### config.mk
export PLATFORM = sky130hd
export DESIGN_NAME = alien_fire_flat
export DESIGN_NICKNAME = d
export VERILOG_FILES = /design/src/rtl/alien_pkg.sv /design/src/rtl/alien_fire_if.sv /design/src/rtl/alien_pos.sv /design/src/rtl/alien_fire.sv /design/src/flat_wrapper.sv
export SDC_FILE = /design/constraint.sdc
export NUM_CORES = 1
export LEC_CHECK = 0
export ABC_CLOCK_PERIOD_IN_PS = 15640
export BUFFER_PORTS_ARGS = -buffer_cell sky130_fd_sc_hd__buf_2
export CAP_MARGIN = 5
export CORE_MARGIN = 1
export CORE_UTILIZATION = 35
export CTS_CLUSTER_SIZE = 10
export DETAILED_ROUTE_END_ITERATION = 10
export SETUP_SLACK_MARGIN = 0.1
export SLEW_MARGIN = 10
export SYNTH_ARGS = -nofsm -noshare
export SYNTH_HDL_FRONTEND = slang
export SYNTH_SLANG_ARGS = --single-unit
export TNS_END_PERCENT = 20
### constraint.sdc
create_clock -name clock -period 15.64 [get_ports clock]
set_input_delay 3.128 -clock clock [delete_from_list [all_inputs] [get_ports clock]]
set_output_delay 3.128 -clock clock [all_outputs]
set_load 0.03 [all_outputs]
### src/rtl/alien_pkg.sv
// Shared types and constants for the alien laser launcher: FSM states,
// formation size and the default sprite geometry.
package alien_pkg;

    typedef enum logic [1:0] {
        S_IDLE,
        S_SCAN,
        S_FIRE,
        S_NONE
    } state_t;

    localparam int NUM_ALIENS       = 20;
    localparam int ALIENS_PER_ROW   = 5;

    localparam int ALIEN_WIDTH_DEF  = 40;
    localparam int ALIEN_HEIGHT_DEF = 21;
    localparam int ALIEN_GAP_DEF    = 21;
    localparam int LASER_WIDTH_DEF  = 5;

    localparam logic [4:0] LAST_IDX = 5'(NUM_ALIENS - 1);

    // Fold a 5-bit value into the 0..NUM_ALIENS-1 index range.
    function automatic logic [4:0] wrap_idx(input logic [4:0] raw);
        return (raw < 5'(NUM_ALIENS)) ? raw : raw - 5'(NUM_ALIENS);
    endfunction

endpackage

### src/rtl/alien_fire_if.sv
// Request/result bundle between the game logic (master) and the alien
// laser launcher (slave), including the combinational alive-table lookup.
interface alien_fire_if;

    logic       fire_req;
    logic [9:0] alien_group_x;
    logic [8:0] alien_group_y;
    logic       alien_alive;
    logic [4:0] which_alien_out;
    logic [9:0] laser_x;
    logic [8:0] laser_y;
    logic       busy;
    logic       done;
    logic       fired;

    modport master (
        output fire_req, alien_group_x, alien_group_y, alien_alive,
        input  which_alien_out, laser_x, laser_y, busy, done, fired
    );

    modport slave (
        input  fire_req, alien_group_x, alien_group_y, alien_alive,
        output which_alien_out, laser_x, laser_y, busy, done, fired
    );

endinterface

### src/rtl/alien_pos.sv
// Combinational map from formation origin and alien index to the spawn
// point of a laser centred under that alien. Coordinates wrap, no clamping.
module alien_pos
    import alien_pkg::*;
#(
    parameter int ALIEN_WIDTH  = ALIEN_WIDTH_DEF,
    parameter int ALIEN_HEIGHT = ALIEN_HEIGHT_DEF,
    parameter int ALIEN_GAP    = ALIEN_GAP_DEF,
    parameter int LASER_WIDTH  = LASER_WIDTH_DEF
) (
    input  logic [9:0] group_x,
    input  logic [8:0] group_y,
    input  logic [4:0] idx,
    output logic [9:0] spawn_x,
    output logic [8:0] spawn_y
);

    localparam int X_STEP = ALIEN_WIDTH + ALIEN_GAP;
    localparam int Y_STEP = ALIEN_HEIGHT + ALIEN_GAP;
    localparam int X_OFF  = (ALIEN_WIDTH - LASER_WIDTH) / 2;

    logic [2:0] col;
    logic [2:0] row;

    always_comb begin
        col     = 3'(idx % 5'(ALIENS_PER_ROW));
        row     = 3'(idx / 5'(ALIENS_PER_ROW));
        spawn_x = group_x + 10'(int'(col) * X_STEP) + 10'(X_OFF);
        spawn_y = group_y + 9'(int'(row) * Y_STEP) + 9'(ALIEN_HEIGHT);
    end

endmodule

### src/rtl/alien_fire.sv
// Alien laser launcher: walks the formation downward from a start index until
// it finds a live alien, then reports its laser spawn point.
// Optional ALIEN_FIRE_RANDOM_EN: start index taken from a free-running 5-bit LFSR.
module alien_fire
    import alien_pkg::*;
#(
    parameter int ALIEN_WIDTH  = ALIEN_WIDTH_DEF,
    parameter int ALIEN_HEIGHT = ALIEN_HEIGHT_DEF,
    parameter int ALIEN_GAP    = ALIEN_GAP_DEF,
    parameter int LASER_WIDTH  = LASER_WIDTH_DEF
) (
    input  logic         clock,
    input  logic         reset,
    alien_fire_if.slave  af
);

    state_t     state_q, state_d;
    logic [4:0] idx_q, idx_d;
    logic [4:0] cnt_q, cnt_d;
    logic [9:0] gx_q, gx_d;
    logic [8:0] gy_q, gy_d;
    logic [9:0] laser_x_q, laser_x_d;
    logic [8:0] laser_y_q, laser_y_d;
    logic [4:0] start_idx;
    logic [9:0] spawn_x;
    logic [8:0] spawn_y;

`ifdef ALIEN_FIRE_RANDOM_EN
    logic [4:0] lfsr_q, lfsr_d;

    // x^5 + x^3 + 1, shifting left; never reaches the all-zero lock-up state.
    always_comb lfsr_d = {lfsr_q[3:0], lfsr_q[4] ^ lfsr_q[2]};

    always_ff @(posedge clock or posedge reset) begin
        if (reset) lfsr_q <= 5'b00001;
        else       lfsr_q <= lfsr_d;
    end

    always_comb start_idx = wrap_idx(lfsr_q);
`else
    always_comb start_idx = LAST_IDX;
`endif

    alien_pos #(
        .ALIEN_WIDTH  (ALIEN_WIDTH),
        .ALIEN_HEIGHT (ALIEN_HEIGHT),
        .ALIEN_GAP    (ALIEN_GAP),
        .LASER_WIDTH  (LASER_WIDTH)
    ) u_pos (
        .group_x (gx_q),
        .group_y (gy_q),
        .idx     (idx_q),
        .spawn_x (spawn_x),
        .spawn_y (spawn_y)
    );

    always_comb begin
        state_d   = state_q;
        idx_d     = idx_q;
        cnt_d     = cnt_q;
        gx_d      = gx_q;
        gy_d      = gy_q;
        laser_x_d = laser_x_q;
        laser_y_d = laser_y_q;
        case (state_q)
            S_IDLE: begin
                if (af.fire_req) begin
                    gx_d    = af.alien_group_x;
                    gy_d    = af.alien_group_y;
                    idx_d   = start_idx;
                    cnt_d   = '0;
                    state_d = S_SCAN;
                end
            end
            S_SCAN: begin
                // cnt_q counts aliens already rejected, so 19 means this is the 20th look.
                if (af.alien_alive) begin
                    laser_x_d = spawn_x;
                    laser_y_d = spawn_y;
                    state_d   = S_FIRE;
                end else if (cnt_q == LAST_IDX) begin
                    state_d = S_NONE;
                end else begin
                    idx_d = (idx_q == '0) ? LAST_IDX : idx_q - 5'd1;
                    cnt_d = cnt_q + 5'd1;
                end
            end
            S_FIRE:  state_d = S_IDLE;
            S_NONE:  state_d = S_IDLE;
            default: state_d = S_IDLE;
        endcase
    end

    always_ff @(posedge clock or posedge reset) begin
        if (reset) begin
            state_q   <= S_IDLE;
            idx_q     <= LAST_IDX;
            cnt_q     <= '0;
            laser_x_q <= '0;
            laser_y_q <= '0;
        end else begin
            state_q   <= state_d;
            idx_q     <= idx_d;
            cnt_q     <= cnt_d;
            laser_x_q <= laser_x_d;
            laser_y_q <= laser_y_d;
        end
    end

    // The latched origin is only consumed during a scan it was loaded for.
    always_ff @(posedge clock) begin
        gx_q <= gx_d;
        gy_q <= gy_d;
    end

    assign af.which_alien_out = idx_q;
    assign af.laser_x         = laser_x_q;
    assign af.laser_y         = laser_y_q;
    assign af.busy            = (state_q == S_SCAN);
    assign af.done            = (state_q == S_FIRE) || (state_q == S_NONE);
    assign af.fired           = (state_q == S_FIRE);

endmodule

### src/flat_wrapper.sv
// flat-port wrapper written by rule: the top's interface ports become plain ports
module alien_fire_flat import alien_pkg::*;
#(
    parameter int ALIEN_WIDTH  = ALIEN_WIDTH_DEF,
    parameter int ALIEN_HEIGHT = ALIEN_HEIGHT_DEF,
    parameter int ALIEN_GAP    = ALIEN_GAP_DEF,
    parameter int LASER_WIDTH  = LASER_WIDTH_DEF
)
  (clock, reset, af_fire_req, af_alien_group_x, af_alien_group_y, af_alien_alive, af_which_alien_out, af_laser_x, af_laser_y, af_busy, af_done, af_fired);
  alien_fire_if af_i ();
  input  logic clock;
  input  logic reset;
  input wire logic [$bits(af_i.fire_req)-1:0] af_fire_req;
  input wire logic [$bits(af_i.alien_group_x)-1:0] af_alien_group_x;
  input wire logic [$bits(af_i.alien_group_y)-1:0] af_alien_group_y;
  input wire logic [$bits(af_i.alien_alive)-1:0] af_alien_alive;
  output wire logic [$bits(af_i.which_alien_out)-1:0] af_which_alien_out;
  output wire logic [$bits(af_i.laser_x)-1:0] af_laser_x;
  output wire logic [$bits(af_i.laser_y)-1:0] af_laser_y;
  output wire logic [$bits(af_i.busy)-1:0] af_busy;
  output wire logic [$bits(af_i.done)-1:0] af_done;
  output wire logic [$bits(af_i.fired)-1:0] af_fired;
  assign af_i.fire_req = af_fire_req;
  assign af_i.alien_group_x = af_alien_group_x;
  assign af_i.alien_group_y = af_alien_group_y;
  assign af_i.alien_alive = af_alien_alive;
  assign af_which_alien_out = af_i.which_alien_out;
  assign af_laser_x = af_i.laser_x;
  assign af_laser_y = af_i.laser_y;
  assign af_busy = af_i.busy;
  assign af_done = af_i.done;
  assign af_fired = af_i.fired;
  alien_fire #(.ALIEN_WIDTH(ALIEN_WIDTH), .ALIEN_HEIGHT(ALIEN_HEIGHT), .ALIEN_GAP(ALIEN_GAP), .LASER_WIDTH(LASER_WIDTH)) u_core (.clock(clock), .reset(reset), .af(af_i));
endmodule
Word-level counts from Yosys, hierarchy flattened
Cells that the tools add are included.
{ "totals": {"ram_bits": 0, "elab_cells": 47, "latch_bits": 0, "out_inout_bits": 27, "rom_bits": 0, "in_bits": 23, "mem_count": 0, "reg_bits": 50} }
{ "op_classes": {"n_lt_le_gt_ge": 0, "n_shift": 0, "bitwise": 0, "n_addsub": 6, "muxes": 13, "div_mod_pow": 2, "reduce_logical": 9, "eq_ne": 8, "multipliers": 2} }
{ "op_table": {"columns": ["op", "count"], "rows": [
  ["$mux 5", 7],
  ["$pmux 5 s2", 2],
  ["$add 10x5->10 const B", 1],
  ["$add 10x9->10", 1],
  ["$add 9x5->9 const B", 1],
  ["$add 9x9->9", 1],
  ["$mul 3x6->9 const B", 1],
  ["$mul 3x5->8 const B", 1],
  ["$mux 2", 3],
  ["$ne 2x2->1 const B", 3],
  ["$pmux 2 s3", 1],
  ["$reduce_and 2->1", 3],
  ["$add 5x1->5 const B", 1],
  ["$div 5x3->5 const B", 1],
  ["$eq 5x5->1 const B", 1],
  ["$logic_not 5->1", 1],
  ["$mod 5x3->5 const B", 1],
  ["$sub 5x1->5 const B", 1],
  ["$eq 2x2->1 const B", 2],
  ["$reduce_and 4->1", 1],
  ["$ne 3x2->1 const B", 1],
  ["$eq 2x1->1 const B", 1],
  ["$logic_not 2->1", 1],
  ["$reduce_bool 2->1", 1],
  ["other kinds (2)", 2]
]} }

Logic depth before layout (Yosys ltp)
{ "logic_depth": {"ltp_word": 5, "depth_mapped": 22, "ltp_nobuf": 21} }

Cells and area by module
From an unflattened synthesis, not the netlist that was laid out.
{ "hier_totals": {"hier_cells": 328, "area_unflattened_um2": 3584.7} }
{ "modules_own_cells": {"columns": ["module", "cells_per_inst", "area_per_inst_um2", "n_inst"], "rows": [
  ["alien_fire", 126, 1954.4, 1],
  ["alien_pos", 202, 1630.3, 1]
]} }

Worst setup path after synthesis
Ideal clock, no wire load.
{ "synth_path": {"path_type": "input to register", "start": "in af_fire_req", "end": "reg u_core.gx_q[0] (enable)", "cell_stages": 1, "n_path_buf": 0, "t_arrival_ns": 4.733, "setup_slack_ns": 10.476, "required_ns": 15.209, "path_cell_list": "nor3b_1"} }
{ "synth_via": {"elab_chain_len": 1} }
{ "synth_rtl": {"columns": ["element", "line_no", "text"], "rows": [
  ["start, declared", "flat_wrapper.sv:13", "input wire logic [$bits(af_i.fire_req)-1:0] af_fire_req;"],
  ["$reduce_and 2->1 (no source line)", null, null],
  ["end signal, assigned", "alien_fire.sv:112", "gx_q <= gx_d;"],
  ["end, declared", "alien_fire.sv:20", "logic [9:0] gx_q, gx_d;"]
]} }
Every way passes these cells.
A chain may end at the register's enable or synchronous reset.

Worst setup path after layout
{ "layout_path": {"start": "reg u_core.idx_q[1] (netlist: u_core.af.which_alien_out[1])", "end": "reg u_core.laser_x_q[9] (netlist: u_core.af.laser_x[9])"} }
{ "layout_via": {"elab_chain_len": 4} }
{ "layout_rtl": {"columns": ["element", "line_no", "text"], "rows": [
  ["start, declared", "alien_fire.sv:18", "logic [4:0] idx_q, idx_d;"],
  ["start signal, assigned", "alien_fire.sv:103", "idx_q <= idx_d;"],
  ["$mod 5x3->5", "alien_pos.sv:26", "col = 3'(idx % 5'(ALIENS_PER_ROW));"],
  ["$mul 3x6->9", "alien_pos.sv:28", "spawn_x = group_x + 10'(int'(col) * X_STEP) + 10'(X_OFF);"],
  ["$add 10x9->10", "alien_pos.sv:28", null],
  ["$add 10x5->10", "alien_pos.sv:28", null],
  ["end signal, assigned", "alien_fire.sv:105", "laser_x_q <= laser_x_d;"],
  ["end, declared", "alien_fire.sv:22", "logic [9:0] laser_x_q, laser_x_d;"]
]} }
Every way passes these cells.

==> run summary <==
The clock insertion delay at the later pin of the skew report is 0.31 ns, and the initial core utilization is 36.82%. The wire length of the first global-routing pass was 11.31 mm. The run gives 5 as the number of CTS-inserted buffers.

The run gives 37 as the pin count of the biggest net entering global routing. The critical path goes through ha_1 -> and3b_1 -> o21ai_1 -> and2_1 -> ha_1 -> or2_1 -> a221oi_1 -> nand3_1 -> a2bb2oi_4 -> ha_1 -> fa_1 -> inv_1 -> fa_1 -> ha_1 -> a21oi_1 -> o21bai_1 -> a2111oi_0 -> or4_1 -> nand3_1. In this run, synthesis produced a sequential element count of 50. The chip height is 101.5 um, and the routed length per placed instance is 13.81 um. The critical path starts at u_core.af.which_alien_out[1]. The number of nets with antenna violations after routing is 0.

Detailed routing inserted a total of 2426 vias. Buffer cell driving the clock tree root: sky130_fd_sc_hd__clkbuf_8. The post-synthesis cell count is 316. The worst min-delay path category was register to register.

Weighted congestion at the end of routability-driven global placement: 0.8228. The run finished with clean final reports. The critical path in this run is classified as register to register. Post-synth net total: 392. Data on the critical path is required at its endpoint by 15.84 ns.

Post-CTS repair changed the size of 0 cells. On the final layout, the worst clock skew is 0.009019 ns. The x dimension of the die was 101.5 um; the layout net count was 440. The H-tree was split into 2 levels. The remaining max-slew budget at the tightest pin was 31.08%; the final routed DRC violation total was 0.

Once layout is complete, the utilization of the core stands at 41.78%. For this run, the number of Yosys warnings is 0. The fraction of final layout cells with drive strength greater than 1 works out to 23.56%. The number of antenna violations at the first check in global routing came out at 0. Leaving out fill and tap cells, the most frequent cell in the layout is sky130_fd_sc_hd__buf_2. Among all flip-flop cells after synthesis, the most frequent one is sky130_fd_sc_hd__dfrtp_1. The critical path ends at u_core.af.laser_x[9]. The signed area change from the synthesized netlist to the final layout was 13.46%.

The top cell types in the final layout, fill and taps aside, are sky130_fd_sc_hd__buf_2 (49), sky130_fd_sc_hd__ha_1 (47), sky130_fd_sc_hd__dfrtp_1 (28). Data arrives at the worst endpoint at 5.67 ns. The run gives 10310 um2 as the full die area. The run gives 4 as the number of iterations in the first detailed-routing pass.

The highest clock rate was 182.8 MHz; the clock-pin transition on the worst setup and hold timing paths was 0.10 ns. The maximum clock insertion buffer count was 2; the estimated wirelength of the detail-placed design was 5.233 mm. For the minimum setup slack after placement, the log shows 10.22 ns. In this run the critical register-to-register path is captured at u_core.af.laser_x[9].

The number of synthesized flops with an enable pin is 19, and the sum of overflow across all layers after global routing is 0. Dividing the final minimum period by the clock period gives 34.97%. Summing all multi-input logic gate instances after layout gives 1964 um2. The run gives 3467 um2 as the synthesized area. Number of global-route vias before repair: 2435. STA classifies the critical path startpoint as a register.

The number of vias per cell was 4.911. The largest delay contributor family on the critical path was adder cells. The number of design-rule violations left by the first detailed-router iteration came out at 77.

The instance count on the critical path works out to 19. At the pin with the least slew margin, the transition time is 1.031 ns. For this run, the register share of the synthesized area comes to 38.94%. The run gives 9415 um2 as the core box area. In this run the critical register-to-register path is launched from u_core.af.which_alien_out[1].

Setup total negative slack on the finished layout was measured at 0 ns. STA classifies the critical path endpoint as a register. The average instance in the mapped netlist occupies 10.97 um2.

The critical-path maximum fanout came out at 13. Once the clock tree was built, the setup fixing pass inserted 0 buffers. The dominant cell type by count on the critical path is sky130_fd_sc_hd__ha_1. The placed instances occupy a cell area of 3822 um2.

Among all stages on the critical path, the largest delay is contributed by sky130_fd_sc_hd__dfstp_2. Setup repair after global routing left no endpoint under its margin. The logs give 35 for the count of standard-cell rows and 1350 um2 for the storage element area.

The worst hold path begins at u_core.gy_q[0]. Number of buffers and inverters on the critical path: 1. Cell area after layout: 3934 um2. The count of fill cells added during filler insertion was 914; the count of distinct cell types in the synthesized netlist was 62. Setup violations remaining at the end of the flow were counted as 0. The setup slack of the most critical reg-to-reg path came out at 10.17 ns. The number of port buffers is 49, and the share of synthesized flip-flops with an asynchronous set or reset is 62.00%. The number of top-level pins is 50. TritonCTS built the clock tree. The largest single stage delay on the critical path is 0.67 ns.

For the finished layout, the period the worst path requires is 5.470 ns. The run gives 0 as the max-slew violation count. The number of hold buffers added after CTS is 0. Global routing consumed, over all layers together, 14.05% of the routing resources. The length in cells of the worst reg-to-reg path was 19; the total length of routed wires was 6.823 mm. Worst setup slack after layout: 10.17 ns.

The hold violation count in the final report is 0. Across the run, the number of max-cap violations was 0. For the count of clock tree sinks, the log shows 50.

The tools report the count of antenna diodes in the layout as 0.
worst min-delay path by stage:
stage | endpoint | cells after the start
3_5_place_dp | u_core.af.laser_y[6] | 2
3_3_place_gp | u_core.af.laser_x[3] | 2
4_1_cts | u_core.af.laser_y[0] | 1
5_1_grt | u_core.af.laser_x[7] | 2
6_report | u_core.af.laser_y[0] | 1
2_1_floorplan | u_core.af.laser_y[0] | 1
logic make-up (layout without fill, tap and decap cells):
| group | after synthesis | count (layout) | share of synthesized area (%) |
|---|---|---|---|
| muxes | 6 | 6 | 1.913 |
| xor gates and xnor gates | 20 | 20 | 5.269 |
| AOI/OAI and AO/OA | 68 | 68 | 15.27 |
| DFF | 50 | 50 | 38.94 |
| and+or+nand+nor | 86 | 86 | 13.64 |
| adders and majority gates | 53 | 53 | 20.43 |
| buffers and inverters | 33 | 82 | 4.547 |
layout make-up:
cell class | instances | share of cell area (%)
sequential | 50 | 34.32
timing repair buffer | 51 | 6.616
inverter | 23 | 2.195
multi-input combinational | 233 | 49.94
tap | 129 | 4.103
clock buffer | 5 | 1.749
clock inverter | 3 | 1.081
cell usage after synthesis, drive strengths merged (3+ instances only):
master   number  area (um2)
or2           5       31.28
nand2        25       93.84
nor2b         3       26.27
clkbuf        3       11.26
ha           47       588.1
dfrtp        28       700.7
nand3         7       40.04
o21ai        18       90.09
a21oi        16       98.85
xnor2        10       95.10
a2bb2oi       4       70.07
o21bai        5       37.54
nand2b        7       51.30
a21o          5       37.54
edfxtp       19       570.6
nand4         3       18.77
xor2         10       87.58
nor2         18       70.07
mux2          5       56.30
dfstp         3       78.83
inv          22       82.58
fa            6       120.1
buf           7       60.05
nor3b         4       35.03
and2          3       21.27
routing by layer:
metal	routed length (um)	up-vias	GRT usage (%)	part of all wire, %
li1	-	1223	-	-
met1	3113	1154	17.77	46
met2	3347	40	23.96	49
met3	270	9	3.175	4.0
met4	92	0	4.013	1.3
met5	0	-	0	0
state kept, by name (all words and copies together), names as in the netlist:
name and cells:
u_core.gx_q 10, u_core.cnt_q 5, u_core.af.laser_y 9, u_core.af.laser_x 10, u_core.gy_q 9, u_core.af.which_alien_out 5
u_core.state_q 2
metrics by stage:
stage	hold slack, ns	std cells
after floorplan	0.4481	316
after global placement	0.4570	486
after detailed placement	0.4729	486
after CTS	0.4906	494
after global routing	0.5224	494
final	0.4785	494
Power is left out: the tool's default activity adds up to more than one toggle a clock period on the data nets, which glitch-free logic cannot reach.
